===== config.mk =====
export PLATFORM = sky130hd
export DESIGN_NAME = btn_conditioner
export DESIGN_NICKNAME = d
export VERILOG_FILES = /design/src/rtl/btn_conditioner_pkg.sv /design/src/rtl/btn_debounce_cell.sv /design/src/rtl/btn_conditioner.sv
export SDC_FILE = /design/constraint.sdc
export NUM_CORES = 1
export LEC_CHECK = 0
export CORE_ASPECT_RATIO = 0.8
export CORE_MARGIN = 8
export CORE_UTILIZATION = 25
export DETAILED_ROUTE_END_ITERATION = 6
export PLACE_DENSITY_LB_ADDON = 0.25
export SLEW_MARGIN = 30
export SYNTH_ARGS = -nofsm -noshare
export SYNTH_HDL_FRONTEND = slang
export SYNTH_HIERARCHICAL = 1
export SYNTH_SLANG_ARGS = --single-unit

===== constraint.sdc =====
create_clock -name clk -period 1.9 [get_ports clk]
set_input_delay 0.38 -clock clk [delete_from_list [all_inputs] [get_ports clk]]
set_output_delay 0.38 -clock clk [all_outputs]
set_load 0.05 [all_outputs]

===== src/rtl/btn_conditioner_pkg.sv =====
// Shared defaults and per-channel FSM state encoding for the pushbutton conditioner.
package btn_conditioner_pkg;

   localparam int DEF_NUM_BTN    = 4;
   localparam int DEF_DEB_LEN    = 4;
   localparam int DEF_LONG_TICKS = 64;

   typedef enum logic [1:0] {
      ST_IDLE    = 2'd0,
      ST_PRESSED = 2'd1,
      ST_HELD    = 2'd2
   } btn_state_t;

endpackage


===== src/rtl/btn_debounce_cell.sv =====
// One pushbutton channel: tick-sampled shift-register debounce, press/long-press FSM.
module btn_debounce_cell
   import btn_conditioner_pkg::*;
#(
   parameter int DEB_LEN    = DEF_DEB_LEN,
   parameter int LONG_TICKS = DEF_LONG_TICKS
) (
   input  logic clk,
   input  logic rst_n,
   input  logic tick,
   input  logic btn_sync,
   output logic level,
   output logic pulse,
   output logic long_pulse
);

   localparam int CNT_W = (LONG_TICKS > 1) ? $clog2(LONG_TICKS) : 1;
   localparam logic [CNT_W-1:0] CNT_LAST = CNT_W'(LONG_TICKS - 1);

   logic [DEB_LEN-1:0] shift_q;
   logic [DEB_LEN-1:0] shift_nxt;
   btn_state_t         state_q;
   btn_state_t         state_d;
   logic [CNT_W-1:0]   cnt_q;
   logic [CNT_W-1:0]   cnt_d;

   if (DEB_LEN > 1) begin : g_wide
      assign shift_nxt = {shift_q[DEB_LEN-2:0], btn_sync};
   end else begin : g_one
      assign shift_nxt = btn_sync;
   end

   // Level only moves once the whole sample window agrees; mixed windows hold it.
   always_ff @(posedge clk or negedge rst_n) begin
      if (!rst_n) begin
         shift_q <= '0;
         level   <= 1'b0;
      end else begin
         if (tick) begin
            shift_q <= shift_nxt;
         end
         if (&shift_q) begin
            level <= 1'b1;
         end else if (~|shift_q) begin
            level <= 1'b0;
         end
      end
   end

   always_ff @(posedge clk or negedge rst_n) begin
      if (!rst_n) begin
         state_q <= ST_IDLE;
         cnt_q   <= '0;
      end else begin
         state_q <= state_d;
         cnt_q   <= cnt_d;
      end
   end

   always_comb begin
      state_d    = state_q;
      cnt_d      = cnt_q;
      pulse      = 1'b0;
      long_pulse = 1'b0;
      case (state_q)
         ST_IDLE: begin
            if (level) begin
               state_d = ST_PRESSED;
               cnt_d   = '0;
               pulse   = 1'b1;
            end
         end
         ST_PRESSED: begin
            if (!level) begin
               state_d = ST_IDLE;
               cnt_d   = '0;
            end else if (tick) begin
               if (cnt_q == CNT_LAST) begin
                  state_d    = ST_HELD;
                  long_pulse = 1'b1;
               end else begin
                  cnt_d = cnt_q + 1'b1;
               end
            end
         end
         ST_HELD: begin
            // Counter stays parked at its last value until release.
            if (!level) begin
               state_d = ST_IDLE;
               cnt_d   = '0;
            end
         end
         default: begin
            state_d = ST_IDLE;
            cnt_d   = '0;
         end
      endcase
   end

endmodule


===== src/rtl/btn_conditioner.sv =====
// Pushbutton conditioner top: input synchronizers, shared debounce tick, per-channel cells.
module btn_conditioner
   import btn_conditioner_pkg::*;
#(
   parameter int NUM_BTN    = DEF_NUM_BTN,
   parameter int DEB_LEN    = DEF_DEB_LEN,
   parameter int LONG_TICKS = DEF_LONG_TICKS
) (
   input  logic               clk,
   input  logic               rst_n,
   input  logic               clk_debounce,
   input  logic [NUM_BTN-1:0] btn_in,
   output logic [NUM_BTN-1:0] btn_level,
   output logic [NUM_BTN-1:0] btn_pulse,
   output logic [NUM_BTN-1:0] btn_long
);

   logic [NUM_BTN-1:0] btn_s1;
   logic [NUM_BTN-1:0] btn_s2;
   logic               deb_s1;
   logic               deb_s2;
   logic               deb_s3;
   logic               tick;

   // clk_debounce is sampled as data; deb_s3 is the edge-detector history bit.
   always_ff @(posedge clk or negedge rst_n) begin
      if (!rst_n) begin
         btn_s1 <= '0;
         btn_s2 <= '0;
         deb_s1 <= 1'b0;
         deb_s2 <= 1'b0;
         deb_s3 <= 1'b0;
      end else begin
         btn_s1 <= btn_in;
         btn_s2 <= btn_s1;
         deb_s1 <= clk_debounce;
         deb_s2 <= deb_s1;
         deb_s3 <= deb_s2;
      end
   end

   assign tick = deb_s2 & ~deb_s3;

   for (genvar i = 0; i < NUM_BTN; i++) begin : g_cell
      btn_debounce_cell #(
         .DEB_LEN    (DEB_LEN),
         .LONG_TICKS (LONG_TICKS)
      ) u_cell (
         .clk        (clk),
         .rst_n      (rst_n),
         .tick       (tick),
         .btn_sync   (btn_s2[i]),
         .level      (btn_level[i]),
         .pulse      (btn_pulse[i]),
         .long_pulse (btn_long[i])
      );
   end

endmodule


# Word level (Yosys, flattened, before mapping)

Index checks and enable logic that the tools add are counted.

Bits in registers: 63
Input port bits: 7
Output and inout bits: 12
Word-level logic and storage cells: 163

Add/sub/neg operators: 4
Equal/unequal tests: 36
Mux-type cells: 80
Bitwise operators: 2
Reduce and logical (&&, ||, !) cells: 20

Operators by type and width:

| kind                  | count |
|---|---|
| $mux W6               | 20 |
| $pmux W6 S3           | 4 |
| $reduce_and A4 Y1     | 12 |
| $mux W2               | 20 |
| $mux W1               | 32 |
| $ne A3 B3 Y1 const B  | 10 |
| $add A6 B1 Y6 const B | 4 |
| $eq A6 B6 Y1 const B  | 4 |
| $pmux W2 S3           | 4 |
| $ne A2 B1 Y1 const B  | 8 |
| $reduce_or A4 Y1      | 4 |
| $eq A2 B1 Y1 const B  | 4 |
| $eq A2 B2 Y1 const B  | 4 |
| $logic_not A2 Y1      | 4 |
| $ne A2 B2 Y1 const B  | 4 |
| $ne A3 B2 Y1 const B  | 2 |
| $and A1 B1 Y1         | 1 |
| $not A1 Y1            | 1 |

# Longest topological paths before layout

Gate-level depths: netlist of run 1.

Word-level depth: 5
Mapped depth: 7
Depth with buffers taken out: 5

# By module

The synthesis of run 1 kept the hierarchy.

Modules (own cells, without submodules):

| module            | times used | cells each | area each (um^2) | sequential area each (um^2) |
|---|---|---|---|---|
| btn_debounce_cell | 4          | 62         | 675.6            | 325.3 |
| btn_conditioner   | 1          | 12         | 289.0            | 275.3 |

# Worst setup path before layout of run 1

Ideal clock, no wire load.

Path type: register to output
From: register g_cell[0].u_cell.cnt_q[0]
To: output btn_long[0]
Arrival: 1510 ps
Data required time: 1520 ps
Setup slack: 10 ps
Stages on the path, launching flop included: 5
Path buffers: 0
Cell sequence: dfrtp_1 ha_1 nand2_1 nor3_2 and3_1

Cells in the longest elaborated chain, start to end: 5

RTL lines:

| item                     | RTL line                | RTL |
|---|---|---|
| start: declaration       | btn_debounce_cell.sv:24 | `logic [CNT_W-1:0] cnt_q;` |
| start signal: assignment | btn_debounce_cell.sv:56 | `cnt_q <= cnt_d;` |
| $eq A6 B6 Y1             | btn_debounce_cell.sv:78 | `if (cnt_q == CNT_LAST) begin` |
| $mux W1                  | btn_debounce_cell.sv:78 |  |
| $mux W1                  | btn_debounce_cell.sv:77 | `end else if (tick) begin` |
| $mux W1                  | btn_debounce_cell.sv:74 | `if (!level) begin` |
| $mux W1                  | btn_debounce_cell.sv:65 | `case (state_q)` |
| end: declaration         | btn_conditioner.sv:15   | `output logic [NUM_BTN-1:0] btn_long` |

No other way between the ends.

# Final worst setup path of run 1

From: register g_cell[3].u_cell.cnt_q[1]
To: output btn_long[3]

Cells in the longest elaborated chain, start to end: 5

RTL lines:

| item                     | RTL line |
|---|---|
| start: declaration       | btn_debounce_cell.sv:24 |
| start signal: assignment | btn_debounce_cell.sv:56 |
| $eq A6 B6 Y1             | btn_debounce_cell.sv:78 |
| $mux W1                  | btn_debounce_cell.sv:78 |
| $mux W1                  | btn_debounce_cell.sv:77 |
| $mux W1                  | btn_debounce_cell.sv:74 |
| $mux W1                  | btn_debounce_cell.sv:65 |

No other way between the ends.

==> impl_summary.md, run 1 <==
Outcome
The run finished with clean final reports.

Hold path
The tightest min-delay check is of the reg2reg type.

Floorplanning
Once the floorplan was initialized, standard cells occupied 25.8% of the core. The area of the core is 0.0116 mm². The die boundary height is 114 µm. The die covers 0.0157 mm². During I/O placement, the number of pins put on the boundary was 19. In this run the horizontal extent of the chip is 138 µm. The floorplan has 35 rows.

Setup path
Of all nets on the critical path, the largest fanout is 5. Data arrives at the worst endpoint at 1490 ps. The data required time of the critical path is 1520 ps. The signal on the critical path passes through ha_4 -> nand2_4 -> nor3_4 -> and3_4 -> buf_12. The worst-case reg-to-reg path depth is 10.

The worst setup path is launched from a flop. For this run, the slowest stage of the critical path takes 400 ps. Among cell families on the critical path, the largest total delay comes from simple AND/OR/NAND/NOR gates. The endpoint of the most critical register-to-register path is g_cell[2].u_cell/cnt_q[0]. The critical path is of the reg2out type. The critical path endpoint is btn_long[3]. The kind of end point of the critical path is an output pin. For this design, the slowest cell found on the critical path is sky130_fd_sc_hd__dfrtp_1.

The setup slack on the worst flop-to-flop path is 150 ps. The number of buffer and inverter stages on the critical path is 1. The number of stages on the worst setup path is 5. In this run the critical register-to-register path is launched from g_cell[2].u_cell/cnt_q[1]. The most critical setup path has its startpoint at g_cell[3].u_cell/cnt_q[1].

Logic synthesis
The part of the Yosys area used for sequential elements is 52.7%. Averaged over all synthesized cells, the footprint is 11.5 µm². In this run, distinct cell masters in the synthesized netlist total 30.

Yosys printed 6 warnings. The count of flip-flops with a built-in enable after synthesis is 0. The share of async-settable or async-resettable flops after synthesis is 100%. The combined area of all synthesized cells is 0.00299 mm². The adder-cell share of the synthesized area is 1.67%. The combinational family with the most area after synthesis is simple AND/OR/NAND/NOR gates. Summing the areas of all xor and xnor instances in the mapped netlist gives 0% of the synthesized area. For this run, the leading register cell type out of synthesis is sky130_fd_sc_hd__dfrtp_1. Summing the areas of all compound-gate instances in the mapped netlist gives 17.9% of the synthesized area. After synthesis, the share of cell area in mux cells is 6.02%. The share of synthesized cell area in and, or, nand and nor gates is 18.7%. After synthesis the netlist holds a flip-flop and latch count of 63. Synthesis produced a netlist whose cell count is 260. Synthesis produced a netlist with a net count of 271.

Finish
The area of all placed cells without fillers is 0.00414 mm². The synthesis-to-finish area growth is 38.3%. The finished layout holds 472 standard cells, fillers aside. Cells with a size suffix above 1 make up 42.9% of the layout.

At the end of the flow the core is filled with cells to 35.6%. At the end of the flow, the number of nets in the layout was 330. Counting the fill cells in the layout gives 1114. 0 antenna diodes ended up in the layout.

Global route
Summed over all layers, the global routing overflow is 0. Entering global routing, the biggest net connects 49 pins. The via count of the first global-routing pass was 2241.

The first global-routing pass estimated 10.8 mm of wire. The number of antenna violations at the first check in global routing is 0. In the global route stage, overall resource usage came out at 8.32%.

Timing
At the pin with the least slew margin, the transition time is 388 ps. The worst path in the final design needs a cycle of 1870 ps, including I/O delays and setup. Headroom to the max-slew limit came out at 74.1%.

The max-slew violation count is 0. The clock skew is 3.77 ps. The number of endpoints with negative hold slack in the final report was 0. After layout, the worst path uses 98.2% of the clock period.

For this run, the top clock speed supported by timing is 536 MHz. The worst hold slack after final layout is 346 ps. The final count of negative-setup-slack endpoints is 0. Setup repair after global routing could not meet its margin everywhere.

Route
In the routed design, unresolved DRC markers number 0. In the final routed layout, each cell accounts on average for 12.9 µm. The DRC violation total after the first TritonRoute iteration is 133. The first detailed-routing pass took 6 iterations. The post-detailed-route count of antenna-violating nets is 0.

The wire length reported by the detailed router is 6.10 mm. Detailed routing inserted a total of 2248 vias. After detailed routing, the number of vias per cell comes to 4.76.

Power
The power density relative to cell area is 1070 mW/mm². The maximum VDD drop is 473 µV. In this run the static leakage power is 1.78 nW.

Placement
The instance count after placement with tap cells included is 431. The global placement routability congestion is 0.748. Detailed placement ended at an HPWL of 3.85 mm.

The post-placement cell area is 0.00347 mm². The number of buffers inserted by port buffering is 18.

Clocking
The number of clock buffers added by TritonCTS is 9. The H-tree depth is 3. The buffer depth of the longest clock path is 2. The clock root buffer is sky130_fd_sc_hd__clkbuf_16. After clock tree synthesis, the clock-pin slew on the worst setup and hold paths is 50 ps. The clock latency on the worst-skew pair is 320 ps. The clock sink count is 63. TritonCTS built the clock tree.

Run
The tool flagged a number of max-cap violations equal to 0.
-- layout by cell type (no fill, tap or decap), types with 9 or more instances in the layout --
master and n:
sky130_fd_sc_hd__a21oi_1 28, sky130_fd_sc_hd__mux2_2 16, sky130_fd_sc_hd__dfrtp_1 62, sky130_fd_sc_hd__buf_4 40
sky130_fd_sc_hd__clkbuf_16 9, sky130_fd_sc_hd__nor2_1 16, sky130_fd_sc_hd__buf_12 9
-- worst min path at each step --
stage / start / end / depth (start not counted)
2_1_floorplan: rst_n / btn_s1[0] / 0
3_3_place_gp: rst_n / btn_s1[2] / 1
3_5_place_dp: rst_n / btn_s1[2] / 1
4_1_cts: btn_s1[2] / btn_s2[2] / 0
5_1_grt: deb_s1 / deb_s2 / 0
6_report: btn_s1[2] / btn_s2[2] / 0
-- repair_timing --
item | CTS | global route
hold buffers | 1 | 0
resized for setup | 24 | 13
endpoints found under the hold margin | 15 | 0
pin swaps | 12 | 8
endpoints found under the setup margin | 4 | 5
buffers inserted | 23 | 1
-- through the flow --
stage	total power, mW	setup TNS, ps	setup WS (ps)
3_5_place_dp	2.74	0	169
6_report	4.43	0	34.9
3_3_place_gp	2.73	0	211
2_1_floorplan	2.41	0	10.1
5_1_grt	4.70	-67.3	-28.4
4_1_cts	4.47	-8.85	-8.85
-- cells in the mapped netlist, types with 8 or more instances --
library cell	count	area, µm²
sky130_fd_sc_hd__a21oi_1	28	140
sky130_fd_sc_hd__a31oi_1	8	50.1
sky130_fd_sc_hd__a41oi_1	8	70.1
sky130_fd_sc_hd__buf_4	8	60.1
sky130_fd_sc_hd__dfrtp_1	63	1580
sky130_fd_sc_hd__inv_1	8	30.0
sky130_fd_sc_hd__mux2_2	16	180
sky130_fd_sc_hd__nand2_1	12	45.0
sky130_fd_sc_hd__nor2_1	20	75.1
sky130_fd_sc_hd__nor3_2	8	80.1
sky130_fd_sc_hd__o21ai_0	8	40.0
-- cells by family (layout without fill, tap and decap cells) --
family	after synthesis	in the layout
adders and majority gates	4	4
muxes	16	16
buffers and inverters	16	80
DFF	63	63
and+or+nand+nor	85	85
AOI/OAI and AO/OA	76	76
-- area by class of cell --
type                       count  area (µm²)  area share (%)
sequential                    63        1580            38.1
multi-input combinational    181        1490            36.1
timing repair buffer          56         546            13.2
clock buffer                   9         225            5.44
tap                          148         185            4.48
clock inverter                 7        80.1            1.94
inverter                       8        30.0           0.726
-- per-layer routing --
metal	share of wire [%]	wire length [µm]	track usage (%)
met1	48	2950	10.6
met4	1.7	105	4.05
met3	5.0	307	3.11
met5	0	0	0
met2	45	2740	12.1
-- where the power goes --
group          internal, mW  switching, mW  total [mW]
Combinational         0.491          0.590        1.08
Sequential             1.51          0.185        1.69
Clock                  1.03          0.623        1.65
Total                  3.03           1.40        4.43
-- registers in the layout, summed over array words and instances (netlist names) --
signal                 flops
g_cell.u_cell/cnt_q       24
g_cell.u_cell/shift_q     16
g_cell.u_cell/state_q      8
btn_s1                     4
btn_s2                     4
g_cell.u_cell/level        4
deb_s1                     1
deb_s2                     1
deb_s3                     1
(Power assumes the default switching activity.)
==> run 2: changes to the inputs <==
--- a/config.mk
+++ b/config.mk
@@ -5,7 +5,7 @@
 export SDC_FILE = /design/constraint.sdc
 export NUM_CORES = 1
 export LEC_CHECK = 0
-export CORE_ASPECT_RATIO = 0.8
+export CORE_ASPECT_RATIO = 0.7
 export CORE_MARGIN = 8
 export CORE_UTILIZATION = 25
 export DETAILED_ROUTE_END_ITERATION = 6
==> run 2 against run 1 <==
Compared with the run above:
- register-to-register slack got worse by 50 ps
- global-route usage rose by 0.18 points
- critical path depth did not move
- largest cell class unchanged
- flip-flop and latch count did not move
- sequential power barely moved
- clock skew rose by 0.81 ps
- clock-buffer cell count rose by 3
- combinational power rose by 6%
- final cell count rose by 1.1%
- sequential share of layout area rose by 0.10 points
- critical path type unchanged
- fmax rose by 1.0%
==> impl_summary.md, run 2 (synthesis results as in run 1) <==
Global route
The number of antenna violations at the first check in global routing is 0. Summed over all layers, the global routing overflow is 0. The via count of the first global-routing pass is 2218.

Entering global routing, the biggest net connects 29 pins. Global routing consumed, over all layers together, 8.50% of the routing resources. The wire length of the first global-routing pass is 10.7 mm.

Setup path
By startpoint and endpoint, the worst setup path is classified as reg2out. For this design, the slowest cell found on the critical path is sky130_fd_sc_hd__dfrtp_1. STA classifies the critical path startpoint as a flop.

The signal on the critical path passes through ha_4 -> nand2_4 -> nor3_4 -> and3_4 -> buf_12. Along the worst path, the maximum fanout reaches 5. The data required time of the critical path is 1520 ps. The critical path's largest stage delay is 380 ps. The number of buffer and inverter stages on the critical path is 1. The cell class contributing the biggest share of worst-path delay is simple AND/OR/NAND/NOR gates. STA classifies the critical path endpoint as an output pin. STA puts the critical path data arrival time at 1470 ps.

Placement
The number of buffers inserted by port buffering is 18. The congestion estimate from routability-driven global placement came to 0.808. The post-placement cell area is 0.00351 mm². The worst setup slack after placement is 164 ps. The post-DP HPWL is 3.97 mm.

Clocking
The tree is rooted in a sky130_fd_sc_hd__clkbuf_16. The clock latency on the worst-skew pair is 320 ps. The count of hold buffers inserted by post-cts repair is 0. The number of buffers inserted during clock tree synthesis is 9.

The H-tree depth is 3. The buffer depth of the longest clock path is 2. The clock drives 63 sinks. The TritonCTS clock tree is built. After clock tree synthesis, the clock-pin slew on the worst setup and hold paths is 50 ps.

Run
The count of maximum capacitance violations is 0.

Route
For this block, the routed nets add up to 6.23 mm of wire. The DRC violations left is 0. The total number of vias is 2251. The count of nets left with antenna violations once routing finished came out at 0.

Using the TritonRoute via totals, the vias-per-cell ratio works out to 4.72. The DRC violation total after the first TritonRoute iteration is 109. The first-pass iteration count of the detailed router is 4.

Dividing the detail-routed wire length by the instance count gives 13.1 µm.

Timing
The clock skew is 4.58 ps. The worst slew slack as a fraction of its limit is 63.9%. Once routing completed, OpenROAD measured the worst setup slack at 54.1 ps.

The number of endpoints with negative hold slack in the final report came to 0. Setup repair after global routing could not meet its margin everywhere. After layout, the minimum clock period comes to 1850 ps. The final count of negative-setup-slack endpoints is 0. The slew at the pin closest to its max-slew limit is 541 ps. Of the available clock period, the critical path in the final layout requires 97.2%.

The maximum clock rate is 542 MHz. The max-slew violation count was 0.

Hold path
The tightest min-delay check is of the in2async type.

Floorplanning
During I/O placement, the number of pins put on the boundary was 19. The core region is 0.0117 mm². The total die area is 0.0158 mm². The total number of placement rows is 33. The die is 147 µm wide. The die boundary height is 108 µm. The initial utilization of the core area, before any placement, comes to 25.6%.

Power
Internal power comes to 3.08 mW. Of the total power, registers draw 38.3%. The fraction of power consumed by combinational cells is 25.8%. The clock network burns 35.9% of the power. Summed over all nets, the switching power comes to 1.35 mW.

The worst-case IR drop observed on VDD is 473 µV. Net switching is 30.4% of the power. The power density relative to cell area is 1070 mW/mm².

The static leakage power is 1.77 nW.

Finish
The leading cell type in the layout, fill and taps excluded is sky130_fd_sc_hd__dfrtp_1. The repair_antennas step left the layout with diodes totalling 0. The synthesis-to-finish area growth is 38.0%. The number of flip-flops in the largest register is 24. The post-route core utilization is 35.3%.

The largest registers in the layout are g_cell.u_cell/cnt_q: 24 flops, g_cell.u_cell/shift_q: 16 flops, g_cell.u_cell/state_q: 8 flops. Of the cells placed in the final design, the portion with a size suffix greater than 1 is 42.2%. Leaving out fill and tap cells, the most frequent cells in the layout are sky130_fd_sc_hd__dfrtp_1, sky130_fd_sc_hd__buf_4, sky130_fd_sc_hd__a21oi_1. More flip-flops sit in one register than any other, and that register is g_cell.u_cell/cnt_q. The number of nets in the finished design is 326. The finished cells cover 0.00413 mm².

Outcome
The flow ran to the end, and the final reports show no timing, DRC or antenna violations.
-- run 2: cell types whose count changed in the layout (fill, tap and decap cells not counted), moves of 2 or more --
cell,change
sky130_fd_sc_hd__buf_12,+2
sky130_fd_sc_hd__clkinv_2,+3
sky130_fd_sc_hd__buf_6,+2
sky130_fd_sc_hd__clkbuf_1,+2
sky130_fd_sc_hd__inv_6,-3
sky130_fd_sc_hd__clkinvlp_4,-2
sky130_fd_sc_hd__buf_4,-7
-- run 2: worst reg2reg max path, stage by stage, from the launching register on --
cell and delay, ps:
sky130_fd_sc_hd__dfrtp_1 390, sky130_fd_sc_hd__nor2b_4 220, sky130_fd_sc_hd__buf_4 150, sky130_fd_sc_hd__and4bb_2 230, sky130_fd_sc_hd__nor3_2 190, sky130_fd_sc_hd__buf_12 160
sky130_fd_sc_hd__nor4b_1 270, sky130_fd_sc_hd__a21o_2 140
-- run 2: path summary, 6_finish.rpt --
path                                           start                           to  slack (ps)  cells past startpoint
setup / recovery           g_cell[0].u_cell/cnt_q[1]                  btn_long[0]          50                      5
setup reg to reg                              deb_s3    g_cell[2].u_cell/cnt_q[0]         100                      7
hold reg to reg                            btn_s1[1]                    btn_s2[1]         340                      0
hold / removal                                 rst_n    g_cell[0].u_cell/cnt_q[5]          40                      1
min in group clk                           btn_s1[1]                    btn_s2[1]         340                      0
max in group asynchronous                      rst_n  g_cell[3].u_cell/state_q[1]        1300                      2
-- run 2: timing repair --
item,4_1_cts,5_1_grt
setup endpoints to repair,4,5
pin swaps,12,8
resized for setup,25,14
endpoints found under the hold margin,0,0
setup buffers,18,3
-- run 2: area by class of cell --
class	instances	area, µm²
Inverter	8	30.0
Tap cell	157	196
Multi-Input combinational cell	181	1490
Sequential cell	63	1580
Timing Repair Buffer	52	546
Clock inverter	4	45.0
Clock buffer	12	246
Fill cell	1135	7560
-- run 2: metal layers --
layer	GRT usage (%)	share of wire, %	vias to the layer above	routed length, µm
met4	3.74	1.9	0	120
met3	3.40	4.4	10	276
li1	-	-	1101	-
met1	10.8	48	1104	3010
met2	12.6	45	36	2820
met5	0	0	-	0
-- run 2: power by group through the flow --
stage | Sequential (mW) | Clock [mW] | Combinational [mW]
2_1_floorplan | 1.75 | 0 | 0.661
3_3_place_gp | 1.71 | 0 | 1.06
3_5_place_dp | 1.72 | 0 | 1.07
4_1_cts | 1.69 | 1.66 | 1.11
5_1_grt | 1.73 | 1.72 | 1.23
6_report | 1.70 | 1.59 | 1.14
-- run 2: stage by stage --
stage | setup TNS, ps | power [mW] | instances | hold slack [ps]
final | 0 | 4.43 | 477 | 41.7
after global routing | -88.0 | 4.68 | 477 | 84.4
after CTS | 0 | 4.46 | 474 | 48.9
after detailed placement | 0 | 2.79 | 440 | 336
after global placement | 0 | 2.77 | 440 | 339
after floorplan | 0 | 2.41 | 260 | 84.4
